File: config.mk
export PLATFORM = sky130hd
export DESIGN_NAME = pipe_hazard_ctrl
export DESIGN_NICKNAME = d
export VERILOG_FILES = /design/src/rtl/pipe_hazard_ctrl.sv
export SDC_FILE = /design/constraint.sdc
export NUM_CORES = 1
export LEC_CHECK = 0
export ABC_AREA = 0
export CAP_MARGIN = 10
export CORE_UTILIZATION = 30
export DETAILED_ROUTE_END_ITERATION = 7
export SETUP_SLACK_MARGIN = 0.5
export SYNTH_ARGS = -nofsm -noshare
export SYNTH_HDL_FRONTEND = slang
export SYNTH_SLANG_ARGS = --single-unit
File: constraint.sdc
create_clock -name clk -period 2.85 [get_ports clk]
set_input_delay 0.4275 -clock clk [delete_from_list [all_inputs] [get_ports clk]]
set_output_delay 0.4275 -clock clk [all_outputs]
set_load 0.01 [all_outputs]
File: src/rtl/pipe_hazard_ctrl.sv
// Pipeline sequencing unit for the 5-stage MIPS core. It produces the stage
// register enables and flushes and the PC source select. It resolves memory
// wait-states, taken branches, multi-cycle mul/div and load-use hazards. It
// also keeps a sticky memory-timeout flag and a saturating stall counter.
module pipe_hazard_ctrl #(
    parameter int MULDIV_CYCLES = 4,
    parameter int MEM_TIMEOUT   = 64,
    parameter int CNT_W         = 32
) (
    input  logic             clk,
    input  logic             rst,
    input  logic [4:0]       id_rs,
    input  logic [4:0]       id_rt,
    input  logic             idex_MemRead,
    input  logic [4:0]       idex_rt,
    input  logic             idex_muldiv,
    input  logic             exmem_Branch,
    input  logic             exmem_zero,
    input  logic             mem_req,
    input  logic             mem_ready,
    output logic             pc_en,
    output logic             ifid_en,
    output logic             idex_en,
    output logic             exmem_en,
    output logic             memwb_en,
    output logic             ifid_flush,
    output logic             idex_flush,
    output logic             exmem_flush,
    output logic             memwb_flush,
    output logic             pc_src,
    output logic             muldiv_busy,
    output logic             muldiv_step,
    output logic             mem_err,
    output logic [CNT_W-1:0] stall_cycles
);
    localparam int              WAIT_W   = $clog2(MEM_TIMEOUT + 1);
    localparam logic [WAIT_W-1:0] WAIT_MAX = WAIT_W'(MEM_TIMEOUT);
    localparam logic [WAIT_W-1:0] WAIT_ERR = WAIT_W'(MEM_TIMEOUT - 1);
    localparam logic [3:0]      MD_LOAD  = 4'(MULDIV_CYCLES - 1);
    localparam bit              MD_MULTI = (MULDIV_CYCLES > 1);

    typedef enum logic {RUN, MD_BUSY} state_t;

    state_t            state_q, state_d;
    logic [3:0]        cnt_q, cnt_d;
    logic [WAIT_W-1:0] wait_cnt_q, wait_cnt_d;
    logic              mem_err_q, mem_err_d;
    logic [CNT_W-1:0]  stall_q, stall_d;

    logic mem_stall;
    logic branch_taken;
    logic load_use;

    // Hazard detection; the memory stall only exists while MEM holds a real instruction.
    always_comb begin
        mem_stall    = (state_q == RUN) && mem_req && !mem_ready;
        branch_taken = exmem_Branch && exmem_zero;
        load_use     = idex_MemRead && (idex_rt != 5'd0) &&
                       ((idex_rt == id_rs) || (idex_rt == id_rt));
    end

    // Prioritised control outputs and FSM next state; everything is forced idle under reset.
    always_comb begin
        pc_en       = 1'b0;
        ifid_en     = 1'b0;
        idex_en     = 1'b0;
        exmem_en    = 1'b0;
        memwb_en    = 1'b0;
        ifid_flush  = 1'b0;
        idex_flush  = 1'b0;
        exmem_flush = 1'b0;
        memwb_flush = 1'b0;
        pc_src      = 1'b0;
        muldiv_busy = 1'b0;
        muldiv_step = 1'b0;
        state_d     = state_q;
        cnt_d       = cnt_q;
        case (state_q)
            RUN: begin
                if (mem_stall) begin
                    // Freeze the front of the pipe and drain a bubble into WB.
                    memwb_en    = 1'b1;
                    memwb_flush = 1'b1;
                end else if (branch_taken) begin
                    // Younger instructions in IF/ID/EX are killed, so their hazards are moot.
                    {pc_en, ifid_en, idex_en, exmem_en, memwb_en} = 5'b11111;
                    {ifid_flush, idex_flush, exmem_flush}         = 3'b111;
                    pc_src = 1'b1;
                end else if (idex_muldiv && MD_MULTI) begin
                    exmem_en    = 1'b1;
                    exmem_flush = 1'b1;
                    muldiv_step = 1'b1;
                    cnt_d       = MD_LOAD;
                    state_d     = MD_BUSY;
                end else if (load_use) begin
                    // Hold PC and IF_ID for one cycle, inject a bubble into EX.
                    {idex_en, exmem_en, memwb_en} = 3'b111;
                    idex_flush = 1'b1;
                end else begin
                    {pc_en, ifid_en, idex_en, exmem_en, memwb_en} = 5'b11111;
                    muldiv_step = idex_muldiv && !MD_MULTI;
                end
            end
            MD_BUSY: begin
                muldiv_busy = 1'b1;
                muldiv_step = 1'b1;
                if (cnt_q > 4'd1) begin
                    exmem_en    = 1'b1;
                    exmem_flush = 1'b1;
                    cnt_d       = cnt_q - 4'd1;
                end else begin
                    // Final step: let the finished result advance into EX_MEM.
                    {pc_en, ifid_en, idex_en, exmem_en, memwb_en} = 5'b11111;
                    cnt_d   = 4'd0;
                    state_d = RUN;
                end
            end
            default: begin
                cnt_d   = 4'd0;
                state_d = RUN;
            end
        endcase
        if (!rst) begin
            {pc_en, ifid_en, idex_en, exmem_en, memwb_en} = 5'b00000;
            {ifid_flush, idex_flush, exmem_flush, memwb_flush} = 4'b0000;
            pc_src      = 1'b0;
            muldiv_busy = 1'b0;
            muldiv_step = 1'b0;
        end
    end

    // Memory wait counter, sticky timeout flag and saturating stall counter.
    always_comb begin
        wait_cnt_d = '0;
        mem_err_d  = mem_err_q;
        if (mem_stall) begin
            wait_cnt_d = (wait_cnt_q != WAIT_MAX) ? wait_cnt_q + WAIT_W'(1) : wait_cnt_q;
            if (wait_cnt_q >= WAIT_ERR) begin
                mem_err_d = 1'b1;
            end
        end
        stall_d = stall_q;
        if (!pc_en && (stall_q != '1)) begin
            stall_d = stall_q + CNT_W'(1);
        end
    end

    // State registers with synchronous active-low reset.
    always_ff @(posedge clk) begin
        if (!rst) begin
            state_q    <= RUN;
            cnt_q      <= 4'd0;
            wait_cnt_q <= '0;
            mem_err_q  <= 1'b0;
            stall_q    <= '0;
        end else begin
            state_q    <= state_d;
            cnt_q      <= cnt_d;
            wait_cnt_q <= wait_cnt_d;
            mem_err_q  <= mem_err_d;
            stall_q    <= stall_d;
        end
    end

    assign mem_err      = mem_err_q;
    assign stall_cycles = stall_q;

endmodule

==> impl_metrics.env, run 1 <==
export IMPL_async_flop_share_pct=0
export IMPL_fp_coreArea_mm2=0.00826
export IMPL_grt_pass1_wl_um=11600
export IMPL_firstDrtPassIters=4
export IMPL_synth_seq_cells=45
export IMPL_clock_skew_ns=0.0129
export IMPL_dpl_cell_area_mm2=0.00337
export IMPL_wl_per_cell_um=15.0
export IMPL_yosys_warnings=0
export IMPL_cpPeakStageDelay_ns=0.51
export IMPL_setup_tns_final_ns=0
export IMPL_grt_ovfl_total=0
export IMPL_r2r_end="stall_cycles[21]"
export IMPL_ys_flop_type="dfxtp_1"
export IMPL_cts_sinks=45
export IMPL_netlist_area_mm2=0.00257
export IMPL_power_mw=1.41
export IMPL_ys_seq_area_share_pct=35.0
export IMPL_whs_path_depth=2
export IMPL_critPathMaxFanout=7
export IMPL_die_y_um=94.6
export IMPL_outcome="completed"
export IMPL_io_pins=68
export IMPL_end_kind="register"
export IMPL_vias=2643
export IMPL_hold_path_class="reg -> reg"
export IMPL_grt_use_total_pct=16.3
export IMPL_setup_viol=0
export IMPL_io_buffers=67
export IMPL_fmax_mhz=431
export IMPL_nNetsFinal=414
export IMPL_synth_edf_count=0
export IMPL_clockRootBuffer="clkbuf_8"
export IMPL_synth_nets=342
export IMPL_clk_pin_slew_ns=0.09
export IMPL_syn_avg_cell_area_um2=8.20
export IMPL_timing_final_crit_share_pct=81.3
export IMPL_cellLeakagePower_nw=1.32
export IMPL_finalInstanceArea_mm2=0.00368
export IMPL_worst_hold_slack_ns=0.475
export IMPL_utilization_pct=44.6
export IMPL_synth_top_area_share_pct=35.0
export IMPL_postRouteAntennaNets=0
export IMPL_clk_path_buf_depth=2
export IMPL_synth_area_leaders="dfxtp_1 35%, or4_1 7.3%, o31ai_1 7.0%"
export IMPL_rows=33
export IMPL_synth_top_area_cell="dfxtp_1"
export IMPL_final_layout_size_suffix_gt1_share_pct=18.3
export IMPL_instances_no_fill=492
export IMPL_relSlewSlack_pct=59.1
export IMPL_ctsHoldBuffers=0
export IMPL_rsz0062_at_grt="true"
export IMPL_crit_buf_inv=3
export IMPL_dr_first_iter_drc_count=81
export IMPL_dieArea_mm2=0.00896
export IMPL_grt_max_degree=29
export IMPL_cp_start_kind="primary input"
export IMPL_routabilityCongestion=0.806
export IMPL_grt_pass1_vias=2332
export IMPL_netlist_instances=314
export IMPL_p_per_area_mw_per_mm2=382
export IMPL_initial_core_util_pct=31.2
export IMPL_cp_slowest_cell="or4_4"
export IMPL_place_hpwl_um=4990
export IMPL_hp_start="mem_err"
export IMPL_antennaDiodeCount=0
export IMPL_place_inst=478
export IMPL_path_class="in -> reg"
export IMPL_drv_slew=0
export IMPL_setup_slack_ns=0.532
export IMPL_htreeDepth=2
export IMPL_maxCapViolations=0
export IMPL_totalWireLength_um=7370
export IMPL_area_delta_synth_final_pct=42.9
export IMPL_pre_cts_ws_ns=-0.0639
export IMPL_critical_path_cell_chain="dlygate4sd2_1 > xor2_1 > nor3_2 > a22oi_2 > o31a_2 > buf_6 > bufbuf_16 > or4_4 > a21oi_2"
export IMPL_tightestPinTransition_ns=0.614
export IMPL_r2r_cells=11
export IMPL_antenna_found_initial=0
export IMPL_cp_required_ns=3.10
export IMPL_clock_latency_ns=0.30
export IMPL_synth_cell_types=45
export IMPL_die_width_um=94.6
export IMPL_avgViaCountPerCell=5.37
export IMPL_critPathTopFamily="simple AND/OR/NAND/NOR gates"
export IMPL_cts_tree="built"
export IMPL_drc=0
export IMPL_rr_startpoint="cnt_q[1]"
export IMPL_numCtsBuffers=5
export IMPL_worst_ir_drop_vdd_mv=0.271
export IMPL_fin_crit_ns=2.32
export IMPL_crit_arrival_ns=2.56
export IMPL_min_delay_worst_endpoint="mem_err"
export IMPL_reg2reg_slack_ns=0.58
export IMPL_hold_violations=0
-- report_power, final --
part | switching [mW] | total [mW] | leakage, nW | internal, mW
sequential | 0.0209 | 0.666 | 0.366 | 0.645
clock | 0.232 | 0.429 | 0.0512 | 0.197
combinational | 0.150 | 0.310 | 0.905 | 0.161
-- worst register-to-register path: stages (launching register included) --
cell and delay (ns):
dfxtp_2 0.36, inv_1 0.06, ha_2 0.19, nor2_2 0.10, nor3_2 0.06, buf_4 0.14, o2bb2ai_2 0.11, o31a_2 0.13
buf_6 0.15, bufbuf_16 0.27, or4_4 0.51, a21oi_2 0.13
-- how the worst max path moves through the flow --
stage,start,endpoint,slack (ns),cells past startpoint
after floorplan,idex_rt[1],pc_en,0.55,6
after global placement,idex_rt[1],pc_en,-0.06,5
after detailed placement,idex_rt[3],idex_flush,-0.06,7
after CTS,idex_rt[0],stall_cycles[7],0.50,9
after global routing,cnt_q[1],pc_en,0.46,9
final,id_rt[4],stall_cycles[21],0.53,9
-- layout make-up --
cell class / instances / area (um^2)
fill: 834 / 4580
multi-input combinational: 242 / 1670
sequential: 45 / 906
timing repair buffer: 85 / 852
tap: 105 / 131
clock buffer: 6 / 82.6
inverter: 7 / 26.3
clock inverter: 2 / 13.8
-- layer usage --
layer,track usage (%),part of all wire (%),vias up
met5,0,0,-
met4,4.17,0.72,0
met3,3.46,4.3,5
met2,27.3,50,54
met1,21.1,45,1254
li1,-,-,1330
-- registers in the layout (all words and copies together), names as in the netlist --
| register | cells |
|---|---|
| wait_cnt_q | 7 |
| stall_cycles | 32 |
| cnt_q | 4 |
| mem_err | 1 |
| state_q | 1 |
-- layout by cell type (no fill, tap or decap), types with 8 or more instances in the layout --
cell / count
dfxtp_1: 41
a21oi_1: 28
nand2b_1: 8
nand2_1: 18
o31ai_1: 24
xor2_1: 12
clkdlybuf4s50_1: 41
nand4_1: 15
dlygate4sd2_1: 13
or4_1: 21
nor2_1: 21
nand3_1: 13
buf_4: 11
-- cells by family (layout without fill, tap and decap cells) --
kind of cell	after synthesis	count (layout)	synth area share, %
flip-flops	45	45	35.0
multiplexers	3	3	1.17
buffers and inverters	27	100	4.76
adder cells (fa/ha/maj)	5	5	2.43
XOR/XNOR	18	18	6.12
AO/OA/AOI/OAI	75	75	18.2
AND/OR/NAND/NOR	141	141	32.3
-- repair_timing --
item | 4_1_cts | 5_1_grt
pin swaps | 17 | 12
setup buffers | 3 | 1
gates resized for setup | 56 | 33
cloned | 2 | 0
hold endpoints to repair | 0 | 0
setup endpoints to repair | 36 | 29
-- Yosys cell counts, types with 4 or more instances --
master / n
or4_1: 25
o31ai_1: 24
o21ai_0: 8
nand4_1: 15
xor2_1: 15
or3_1: 4
inv_1: 7
buf_2: 8
ha_1: 5
and3_1: 5
and2_1: 5
nand2b_1: 8
dfxtp_1: 45
nor3_1: 5
nand2_1: 20
a21oi_1: 32
clkbuf_1: 9
nand3_1: 13
nor2_1: 25
(Power assumes the default switching activity.)
==> run 2: changes to the inputs <==
==> constraint.sdc (replaced) <==
create_clock -name clk -period 2.3 [get_ports clk]
set_input_delay 0.345 -clock clk [delete_from_list [all_inputs] [get_ports clk]]
set_output_delay 0.345 -clock clk [all_outputs]
set_load 0.01 [all_outputs]
==> run 2 against run 1 <==
  * Via count is 6.3% higher
  * Core utilization grew 5.6 points
  * Worst setup slack got worse by 0.35 ns
  * Total power increased by 30%
  * Final cell count grew 6.9%
  * Sequential share of layout area down 2.0 points
  * Clock power grew 15%
  * Die area is the same
  * Final area is 13% higher
  * Critical endpoint is now stall_cycles[25]
==> impl_metrics.env, run 2 (synthesized netlist as in run 1, its figures left out) <==
export IMPL_setup_slack_ns=0.177
export IMPL_antenna_found_initial=0
export IMPL_drv_slew=0
export IMPL_die_width_um=94.6
export IMPL_crit_arrival_ns=2.35
export IMPL_totalWireLength_um=8050
export IMPL_r2r_cells=6
export IMPL_cts_sinks=45
export IMPL_fin_crit_ns=2.12
export IMPL_pre_cts_ws_ns=-0.428
export IMPL_largest_register_ffs=32
export IMPL_dieArea_mm2=0.00896
export IMPL_grt_ovfl_total=0
export IMPL_io_pins=68
export IMPL_fp_coreArea_mm2=0.00826
export IMPL_dpl_cell_area_mm2=0.00346
export IMPL_clock_latency_ns=0.30
export IMPL_clock_skew_ns=0.00995
export IMPL_maxCapViolations=0
export IMPL_layout_common_cells="37 x buf_4, 34 x clkdlybuf4s50_1, 31 x dfxtp_1"
export IMPL_antennaDiodeCount=0
export IMPL_worst_hold_slack_ns=0.477
export IMPL_htreeDepth=2
export IMPL_final_common_cell="buf_4"
export IMPL_postRouteAntennaNets=0
export IMPL_clockRootBuffer="clkbuf_8"
export IMPL_die_y_um=94.6
export IMPL_timing_final_crit_share_pct=92.3
export IMPL_clk_path_buf_depth=2
export IMPL_cp_start_kind="register"
export IMPL_dr_first_iter_drc_count=110
export IMPL_relSlewSlack_pct=73.9
export IMPL_io_buffers=67
export IMPL_rows=33
export IMPL_setup_viol=0
export IMPL_numCtsBuffers=5
export IMPL_grt_max_degree=31
export IMPL_cellLeakagePower_nw=1.52
export IMPL_end_kind="register"
export IMPL_wl_per_cell_um=15.3
export IMPL_cp_required_ns=2.53
export IMPL_hold_violations=0
export IMPL_critPathMaxFanout=5
export IMPL_outcome="completed"
export IMPL_grt_pass1_wl_um=11900
export IMPL_cts_tree="built"
export IMPL_firstDrtPassIters=4
export IMPL_clk_pin_slew_ns=0.09
export IMPL_p_per_area_mw_per_mm2=440
export IMPL_whs_path_depth=2
export IMPL_fmax_mhz=471
export IMPL_vias=2809
export IMPL_worst_ir_drop_vdd_mv=0.376
export IMPL_tightestPinTransition_ns=0.392
export IMPL_place_hpwl_um=4820
export IMPL_finalInstanceArea_mm2=0.00415
export IMPL_grt_pass1_vias=2457
export IMPL_final_layout_size_suffix_gt1_share_pct=34.7
export IMPL_rsz0062_at_grt="true"
export IMPL_routabilityCongestion=0.785
export IMPL_ctsHoldBuffers=0
export IMPL_initial_core_util_pct=31.2
export IMPL_area_delta_synth_final_pct=61.0
export IMPL_nNetsFinal=448
export IMPL_grt_use_total_pct=16.6
export IMPL_drc=0
export IMPL_avgViaCountPerCell=5.34
export IMPL_hold_path_class="reg -> reg"
export IMPL_path_class="reg -> reg"
==> run 2: changes by cell type in the layout (fill, tap and decap cells not counted), sizes merged <==
cell / previous run / this run
dlygate4sd2: 13 / 7
clkbuf: 10 / 8
clkdlybuf4s50: 41 / 34
dlymetal6s2s: 3 / 2
buf: 19 / 67
clkdlybuf4s15: 3 / 7
bufbuf: 2 / 0
==> run 2: path summary, 6_finish.rpt <==
check             slack (ns)             start               end
hold reg to reg         0.48           mem_err           mem_err
setup / recovery        0.18  stall_cycles[13]  stall_cycles[25]
hold / removal          0.48           mem_err           mem_err
setup reg to reg        0.18  stall_cycles[13]  stall_cycles[25]
==> run 2: stage by stage <==
step	total power, mW	TNS (ns)	util, %	cells
after floorplan	1.02	0	-	314
after global placement	1.16	-8.43	41.9	485
after detailed placement	1.16	-9.60	41.9	485
after CTS	1.79	0	46.6	508
after global routing	1.91	0	50.2	526
final	1.82	0	50.2	526
==> run 2: where the power goes <==
part / total [mW] / internal (mW) / switching [mW]
logic: 0.512 / 0.269 / 0.243
registers: 0.817 / 0.792 / 0.0246
clock network: 0.494 / 0.212 / 0.282
==> run 2: per-layer routing <==
metal	track usage, %	part of all wire (%)	wire length (um)
met4	2.90	0.86	69
met3	2.98	3.6	290
met2	28.3	50	4040
met1	21.8	45	3650
met5	0	0	0
==> run 2: worst max-delay path: stages (launching register included) <==
cell and delay (ns):
dfxtp_4 0.39, nand4_4 0.12, or4b_4 0.61, nor2_4 0.19
nand3_2 0.09, or4_4 0.52, a21oi_2 0.14
==> run 2: cell type report <==
type / count / area (um^2)
flip-flops and latches: 45 / 938
repair buffers: 119 / 1130
well taps: 105 / 131
multi-input cells: 242 / 1840
inverters: 7 / 31.3
clock inverters: 2 / 10.0
clock buffers: 6 / 72.6
fillers: 763 / 4110
==> run 2: timing repair <==
action,4_1_cts,5_1_grt
resized for setup,125,62
setup buffers,11,15
gates cloned,4,3
endpoints found under the setup margin,45,42
pin swaps,32,27
